<file path="config.mk">
export PLATFORM = sky130hd
export DESIGN_NAME = priority_arbiter
export DESIGN_NICKNAME = d
export VERILOG_FILES = /design/src/rtl/priority_arbiter.sv
export SDC_FILE = /design/constraint.sdc
export NUM_CORES = 1
export LEC_CHECK = 0
export ABC_AREA = 1
export BUFFER_PORTS_ARGS = -buffer_cell sky130_fd_sc_hd__buf_2
export CELL_PAD_IN_SITES_DETAIL_PLACEMENT = 0
export CELL_PAD_IN_SITES_GLOBAL_PLACEMENT = 1
export CORE_UTILIZATION = 41
export DETAILED_ROUTE_END_ITERATION = 10
export PLACE_DENSITY_LB_ADDON = 0.1
export SYNTH_ARGS = -nofsm -noshare
export SYNTH_HDL_FRONTEND = slang
export SYNTH_SLANG_ARGS = --single-unit
</file>
<file path="constraint.sdc">
create_clock -name clk -period 2.45 [get_ports clk]
set_clock_uncertainty 0.1 [all_clocks]
set_input_delay 0.3675 -clock clk [delete_from_list [all_inputs] [get_ports clk]]
set_output_delay 0.3675 -clock clk [all_outputs]
set_load 0.01 [all_outputs]
</file>
<file path="src/rtl/priority_arbiter.sv">
// Single-resource arbiter with a fixed-priority or round-robin search, a registered one-hot grant,
// and a hold-time watchdog that revokes a grant after TMO cycles.
module priority_arbiter #(
  parameter int N   = 8,
  parameter int RR  = 0,
  parameter int TMO = 255,
  localparam int W  = $clog2(N)
) (
  input  logic         clk,
  input  logic         rst,
  input  logic [N-1:0] req,
  input  logic         rel,
  output logic [N-1:0] gnt,
  output logic [W-1:0] gnt_idx,
  output logic         gnt_vld,
  output logic         tmo
);

  localparam logic [15:0] TMO_L = 16'(TMO);

  typedef enum logic {IDLE, BUSY} state_t;

  state_t       r_state;
  logic [N-1:0] r_gnt;
  logic [W-1:0] r_idx;
  logic         r_vld;
  logic         r_tmo;
  logic [W-1:0] r_last;
  logic [15:0]  r_cnt;

  logic [W-1:0] w_base;
  logic [W:0]   w_pos;
  logic [W-1:0] w_win_idx;
  logic         w_found;
  logic [N-1:0] w_win_onehot;
  logic         w_held;
  logic [15:0]  w_cnt_inc;

  // Fixed mode is the round-robin search with the pointer pinned at 0:
  // the order N-1 down to 0 then makes the highest set index win.
  assign w_base = (RR != 0) ? r_last : '0;

  always_comb begin
    w_pos     = '0;
    w_win_idx = '0;
    w_found   = 1'b0;
    for (int k = 1; k <= N; k++) begin
      w_pos = {1'b0, w_base} + (W+1)'(N - k);
      if (w_pos >= (W+1)'(N))
        w_pos = w_pos - (W+1)'(N);
      if (!w_found && req[w_pos[W-1:0]]) begin
        w_win_idx = w_pos[W-1:0];
        w_found   = 1'b1;
      end
    end
  end

  assign w_win_onehot = N'(1) << w_win_idx;
  assign w_held       = req[r_idx];
  assign w_cnt_inc    = r_cnt + 16'd1;

  always_ff @(posedge clk or posedge rst) begin
    if (rst) begin
      r_state <= IDLE;
      r_gnt   <= '0;
      r_idx   <= '0;
      r_vld   <= 1'b0;
      r_tmo   <= 1'b0;
      r_last  <= '0;
      r_cnt   <= '0;
    end else begin
      case (r_state)
        IDLE: begin
          r_tmo <= 1'b0;
          if (w_found) begin
            r_state <= BUSY;
            r_gnt   <= w_win_onehot;
            r_idx   <= w_win_idx;
            r_vld   <= 1'b1;
            r_last  <= w_win_idx;
            r_cnt   <= '0;
          end
        end
        BUSY: begin
          // A voluntary release outranks a coincident timeout, so tmo stays low.
          if (rel || !w_held || (w_cnt_inc == TMO_L)) begin
            r_state <= IDLE;
            r_gnt   <= '0;
            r_idx   <= '0;
            r_vld   <= 1'b0;
            r_cnt   <= '0;
            r_tmo   <= !(rel || !w_held);
          end else begin
            r_cnt <= w_cnt_inc;
          end
        end
        default: r_state <= IDLE;
      endcase
    end
  end

  assign gnt     = r_gnt;
  assign gnt_idx = r_idx;
  assign gnt_vld = r_vld;
  assign tmo     = r_tmo;

endmodule

</file>
==> results.md, run 1 <==
* Status: finished clean
* Proportion of layout cells with a drive suffix above 1 at ~19%
* Crit. End Element: register
* Num CTS Buffers at 5
* Vias at 1611
* Vias in the first global route at roughly 1600
* HP Class: in -> async
* Mapped Cells at 244
* Clock-pin slew on the worst setup and hold paths at 0.06 ns
* Hold-fix buffers at CTS at 0
* Synth Area in XOR/XNOR at less than 1%
* WHS at ~0.048 ns
* Final hold viol count at 0
* Global-route wire length before repair at 6890 um
* Iter 0 DRT Violations at ~120
* Setup_tns at 0 ns
* Complex-gate fraction of the synthesized area at about 8.0%
* Largest family of logic cells by synthesized area: simple AND/OR/NAND/NOR gates
* Longest Clk Path Bufs at 2
* Finished Core Util at between 40 and 50%
* CTS Root Cell: clkbuf_8
* Die span in x at 68.0 um
* Wire per inst at 12.2 um
* Routability-driven placement congestion ratio at around 0.8
* Final Instance Area at 2040 sq um
* Buffers on Ports at 23
* Grt ovf at 0
* Flop-to-flop setup slack at roughly 0.21 ns
* Cell Rows at 23
* CP max FO at 13
* Path depth of the worst reg2reg path at 12
* Slew Limit Fails at 0
* Vias per std cell at 5.00
* Core area at between 4000 and 5000 sq um
* WS Path Type: reg -> reg
* DP HPWL at slightly below 3000 um
* Synth Cell Area at about 1800 sq um
* Peak supply drop at 0.432 mV
* Die Height at about 68 um
* Post-route clock period utilization at approximately 91%
* Syn. warnings at 0
* Post-synthesis mux area share at 0%
* Adder-Cell Fraction of Synth Area at under 10%
* TritonCTS Sinks at 30
* Drt total wl at about 3900 um
* I/O pins at 24
* Diode count at 0
* Postcts setup bufs at 0
* Reg-to-reg critical path startpoint: r_cnt[0]$_DFFE_PP0P_
* Final Net Count at ~290
* Syn Area/Cell at 7.32 sq um
* CTS tree: built
* Final worst path period need at between 2 and 2.5 ns
* LEAKAGE at 1.04 nW
* Distinct cells, synth at 26
* Initial Util at 43.7%
* Final setup viols at 0
* CTS H-tree lvls at 2
* Fmax at 447 MHz
* DRC at 0
* Total power at 1.40 mW
* Total Routing Usage GR at 20.3%
* TritonRoute pass-1 iters at 4
* Clk_lat worst skew at 0.28 ns
* Max_slew headroom at between 70% and 80%
* Fill count at 423
* Worst-margin pin slew at a little under 0.4 ns
* Syn_nets at approximately 260
* FF-to-FF End: gnt_vld$_DFFE_PP0P_
* Max-Cap Viols at 0
* Area grow syn2layout at 14.2%
* Synth Area in Simple Gates at between 30% and 40%
* Die area at ~4600 sq um
* RSZ-0062 raised after global routing: no
* Power per cell area at roughly 690 nW/um^2
* Post-place instance area at 1960 sq um
* Largest net degree at the start of global routing at 31
* Resize count post-CTS at 0
* Number of synthesized register bits at 30
* Initial antenna violation count at 0
* Worst path arrival time at approximately 2.3 ns
* Worst Setup Start Kind: register
* Post-DRT Antenna Nets at 0
* Critical Path RT at ~2.5 ns
* Sequential share of the synthesized area at approximately 42%
sequential cells by signal, indices dropped and copies added (netlist names):
signal and cells:
gnt_idx 3, gnt_vld 1, tmo 1, gnt 8, r_cnt 16, r_state 1
where the power goes:
part	total, mW	switching [mW]	internal [mW]
Clock	0.391	0.175	0.216
Combinational	0.382	0.250	0.132
Sequential	0.630	0.0694	0.561
Total	1.40	0.494	0.909
cell families (layout without fill, tap and decap cells):
family	Yosys count	count (layout)
buffers and inverters	33	61
xor gates and xnor gates	2	2
AOI/OAI and AO/OA	25	25
DFF	30	30
and+or+nand+nor	152	152
adders and majority gates	2	2
placed cells by master (no fill, tap or decap), types with 3 or more instances in the layout:
| cell | count |
|---|---|
| nor2_2 | 4 |
| inv_1 | 27 |
| nand3_1 | 27 |
| o21ai_0 | 10 |
| nand2_1 | 81 |
| buf_4 | 4 |
| nand4_1 | 7 |
| o22ai_1 | 7 |
| a21oi_1 | 3 |
| clkbuf_8 | 6 |
| buf_2 | 23 |
| nor2_1 | 18 |
| nand2_2 | 6 |
| dfrtp_1 | 30 |
| nand3_2 | 3 |
synth_stat cells:
master	instances	area, sq um
o21ai_2	1	8.76
clkbuf_1	1	3.75
nor3_1	1	5.00
buf_2	2	10.0
nand2_1	81	304
inv_2	1	3.75
nor3_4	1	16.3
o21ai_0	10	50.1
inv_1	27	101
nand2_2	6	37.5
a21oi_1	3	15.0
nand3_2	3	30.0
o22ai_1	7	43.8
nor2_1	18	67.6
xor2_1	2	17.5
nand3_1	27	135
nor2_4	2	22.5
o21ai_1	2	10.0
nand2_4	2	22.5
ha_1	2	25.0
buf_6	2	22.5
nor2_2	4	25.0
dfrtp_1	30	751
nand4_1	7	43.8
o211ai_1	1	7.51
a21boi_0	1	7.51
layer usage:
metal / share of wire, % / vias up / global-route usage, %
met5: 0 / - / 0
met2: 48 / 28 / 33.5
li1: - / 845 / -
met4: 1.8 / 0 / 7.03
met3: 2.9 / 7 / 5.50
met1: 48 / 731 / 25.4
critical path, stage by stage, from the launching register on:
cell and delay, ns:
dfrtp_1 0.41, ha_1 0.21, nand2_2 0.10, nor2_4 0.21
nand4_1 0.14, nand2_1 0.09, nand2_1 0.06, nor2_2 0.12
nand3_2 0.18, nand2_4 0.21, nand2_4 0.14, nand2_1 0.08
nand2_1 0.05
worst max-delay path by stage:
stage / startpoint / slack, ns / end / depth (start not counted)
4_1_cts: r_cnt[0]$_DFFE_PP0P_ / 0.20 / gnt_vld$_DFFE_PP0P_ / 12
2_1_floorplan: r_cnt[0]$_DFFE_PP0P_ / 0.51 / gnt_vld$_DFFE_PP0P_ / 13
3_5_place_dp: r_cnt[0]$_DFFE_PP0P_ / 0.21 / gnt_idx[2]$_DFFE_PP0P_ / 12
6_report: r_cnt[0]$_DFFE_PP0P_ / 0.21 / gnt_vld$_DFFE_PP0P_ / 12
3_3_place_gp: r_cnt[0]$_DFFE_PP0P_ / 0.25 / gnt_vld$_DFFE_PP0P_ / 12
5_1_grt: r_cnt[0]$_DFFE_PP0P_ / 0.005 / gnt[7]$_DFFE_PP0P_ / 12
per-stage QoR:
| stage | std cells | worst slack [ns] |
|---|---|---|
| 6_report | 322 | 0.211 |
| 5_1_grt | 322 | 0.00478 |
| 4_1_cts | 322 | 0.201 |
| 3_5_place_dp | 316 | 0.212 |
| 3_3_place_gp | 316 | 0.255 |
| 2_1_floorplan | 244 | 0.512 |
area by class of cell:
class | instances | area [sq um] | share of cell area [%]
clock buffer | 6 | 82.6 | 4.05
inverter | 28 | 105 | 5.15
multi-input combinational | 181 | 895 | 43.8
timing repair buffer | 27 | 145 | 7.11
tap | 50 | 62.6 | 3.07
sequential | 30 | 751 | 36.8
Power figures use the tool's default switching activity.
==> inputs of run 2 (changes only) <==
==> constraint.sdc (replaced) <==
create_clock -name clk -period 2.3 [get_ports clk]
set_clock_uncertainty 0.1 [all_clocks]
set_input_delay 0.345 -clock clk [delete_from_list [all_inputs] [get_ports clk]]
set_output_delay 0.345 -clock clk [all_outputs]
set_load 0.01 [all_outputs]
==> run 2 against run 1 <==
Sequential cell count unchanged. First-iteration DRC count rose by 13%. Global-route usage up 0.28 points. Combinational power is 9.4% higher. Clock-buffer cell count increased by 1. Power is 9.7% higher. Design area increased by 0.80%. Wire length is 5.2% higher. Critical path type unchanged. Largest power group unchanged. Highest routed layer unchanged.
==> results.md, run 2 (same netlist as run 1, synthesis figures left out) <==
* Status: finished clean (unchanged)
* Final Net Count at 287 (was 286)
* Final setup viols at 0 (unchanged)
* Vias at 1644 (was 1611)
* RSZ-0062 raised after global routing: no (unchanged)
* Area grow syn2layout at 15.1% (was 14.2%)
* TritonCTS Sinks at 30 (unchanged)
* Initial antenna violation count at 0 (unchanged)
* HP Class: in -> async (unchanged)
* Core area at 4090 sq um (unchanged)
* Finished Core Util at 50.3% (was 49.9%)
* Hold-fix buffers at CTS at 0 (unchanged)
* Max-Cap Viols at 0 (unchanged)
* Iter 0 DRT Violations at 138 (was 122)
* CP max FO at 12 (was 13)
* CTS tree: built (unchanged)
* LEAKAGE at 1.04 nW (about the same)
* Largest net degree at the start of global routing at 31 (unchanged)
* Crit. End Element: register (unchanged)
* Setup_tns at 0 ns (unchanged)
* Die Height at 68.0 um (unchanged)
* Max_slew headroom at 72.3% (was 74.4%)
* Wire per inst at 12.7 um (was 12.2 um)
* Power per cell area at 749 nW/um^2 (was 688 nW/um^2)
* Worst Setup Start Kind: register (unchanged)
* Die area at 4630 sq um (unchanged)
* Largest Register: r_cnt (unchanged)
* Die span in x at 68.0 um (unchanged)
* Buffers on Ports at 23 (unchanged)
* I/O pins at 24 (unchanged)
* Postcts setup bufs at 0 (unchanged)
* Worst-margin pin slew at 0.414 ns (was 0.385 ns)
* Resize count post-CTS at 0 (unchanged)
* Most frequent cells in the layout: nand2_1, dfrtp_1, inv_1, nand3_1, buf_2 (unchanged)
* Diode count at 0 (unchanged)
* DP HPWL at 3110 um (was 2930 um)
* Slew Limit Fails at 0 (unchanged)
* Proportion of layout cells with a drive suffix above 1 at 20.0% (was 19.5%)
* Critical Path RT at 2.37 ns (was 2.51 ns)
* Post-route clock period utilization at 91.6% (was 91.4%)
* Peak supply drop at 0.472 mV (was 0.432 mV)
* Vias per std cell at 5.06 (was 5.00)
* WS Path Type: reg -> reg (unchanged)
* Cell Rows at 23 (unchanged)
* Largest register FFs at 16 (unchanged)
* Initial Util at 43.7% (unchanged)
* Final worst path period need at 2.11 ns (was 2.24 ns)
* TritonRoute pass-1 iters at 4 (unchanged)
* Fill count at 412 (was 423)
* Clock-pin slew on the worst setup and hold paths at 0.07 ns (was 0.06 ns)
* DRC at 0 (unchanged)
* Total Routing Usage GR at 20.6% (was 20.3%)
* Global-route wire length before repair at 6770 um (was 6890 um)
* Drt total wl at 4140 um (was 3940 um)
* Longest Clk Path Bufs at 2 (unchanged)
* Clk_lat worst skew at 0.29 ns (was 0.28 ns)
* Most common cell after layout, fill and taps aside: nand2_1 (unchanged)
* Grt ovf at 0 (unchanged)
* Vias in the first global route at 1462 (was 1564)
* Worst path arrival time at 2.17 ns (was 2.30 ns)
* CTS Root Cell: clkbuf_8 (unchanged)
* Post-DRT Antenna Nets at 0 (unchanged)
* Final hold viol count at 0 (unchanged)
* CTS H-tree lvls at 2 (unchanged)
* Num CTS Buffers at 5 (unchanged)
* Routability-driven placement congestion ratio at 0.763 (was 0.791)
* Fmax at 475 MHz (was 447 MHz)
[run 2: layer usage]
| layer | track usage, % | part of all wire, % |
|---|---|---|
| met5 | 0 | 0 |
| met3 | 5.83 | 5.0 |
| met4 | 7.81 | 1.5 |
| met1 | 24.4 | 45 |
| met2 | 34.9 | 48 |
[run 2: final timing paths]
check	start	endpoint	slack, ns	cells past startpoint
max in group asynchronous	rst	gnt[2]$_DFFE_PP0P_	1.77	3
min in group clk	req[4]	gnt[4]$_DFFE_PP0P_	0.23	3
worst max register to register	r_cnt[0]$_DFFE_PP0P_	gnt[0]$_DFFE_PP0P_	0.19	12
worst max-delay path	r_cnt[0]$_DFFE_PP0P_	gnt[0]$_DFFE_PP0P_	0.19	12
worst min register to register	gnt[2]$_DFFE_PP0P_	gnt[2]$_DFFE_PP0P_	0.37	2
worst min-delay path	rst	r_cnt[2]$_DFFE_PP0P_	0.03	3
[run 2: final cells by class]
class / count / area, sq um / area share, %
clock buffers: 7 / 86.3 / 4.20
multi-input cells: 181 / 895 / 43.5
clock inverters: 1 / 5.00 / 0.243
inverters: 28 / 105 / 5.11
flip-flops and latches: 30 / 751 / 36.5
repair buffers: 28 / 153 / 7.42
well taps: 50 / 62.6 / 3.04
[run 2: critical path, cell delays in order (launching register included)]
cell	delay (ns)
dfrtp_1	0.41
ha_1	0.22
nand2_2	0.10
nor2_4	0.19
nor2_1	0.08
nor2_2	0.10
nand3_1	0.08
nor2_1	0.15
nand3_2	0.17
nand2_4	0.13
nand2_4	0.12
nand2_1	0.09
nand2_1	0.05
[run 2: where the power goes]
part / switching [mW] / internal (mW)
Clock: 0.203 / 0.241
Sequential: 0.0806 / 0.597
Combinational: 0.266 / 0.152
Total: 0.549 / 0.991
[run 2: metrics by stage]
step	worst slack (ns)	std cells	hold WS [ns]	total power [mW]	area (sq um)
after global routing	0.00724	325	0.0867	1.65	2060
final	0.193	325	0.0258	1.54	2060
after floorplan	0.362	244	0.336	0.980	1790
after detailed placement	0.137	317	0.353	1.12	1970
after global placement	0.214	317	0.343	1.11	1970
after CTS	0.126	325	0.0440	1.56	2060
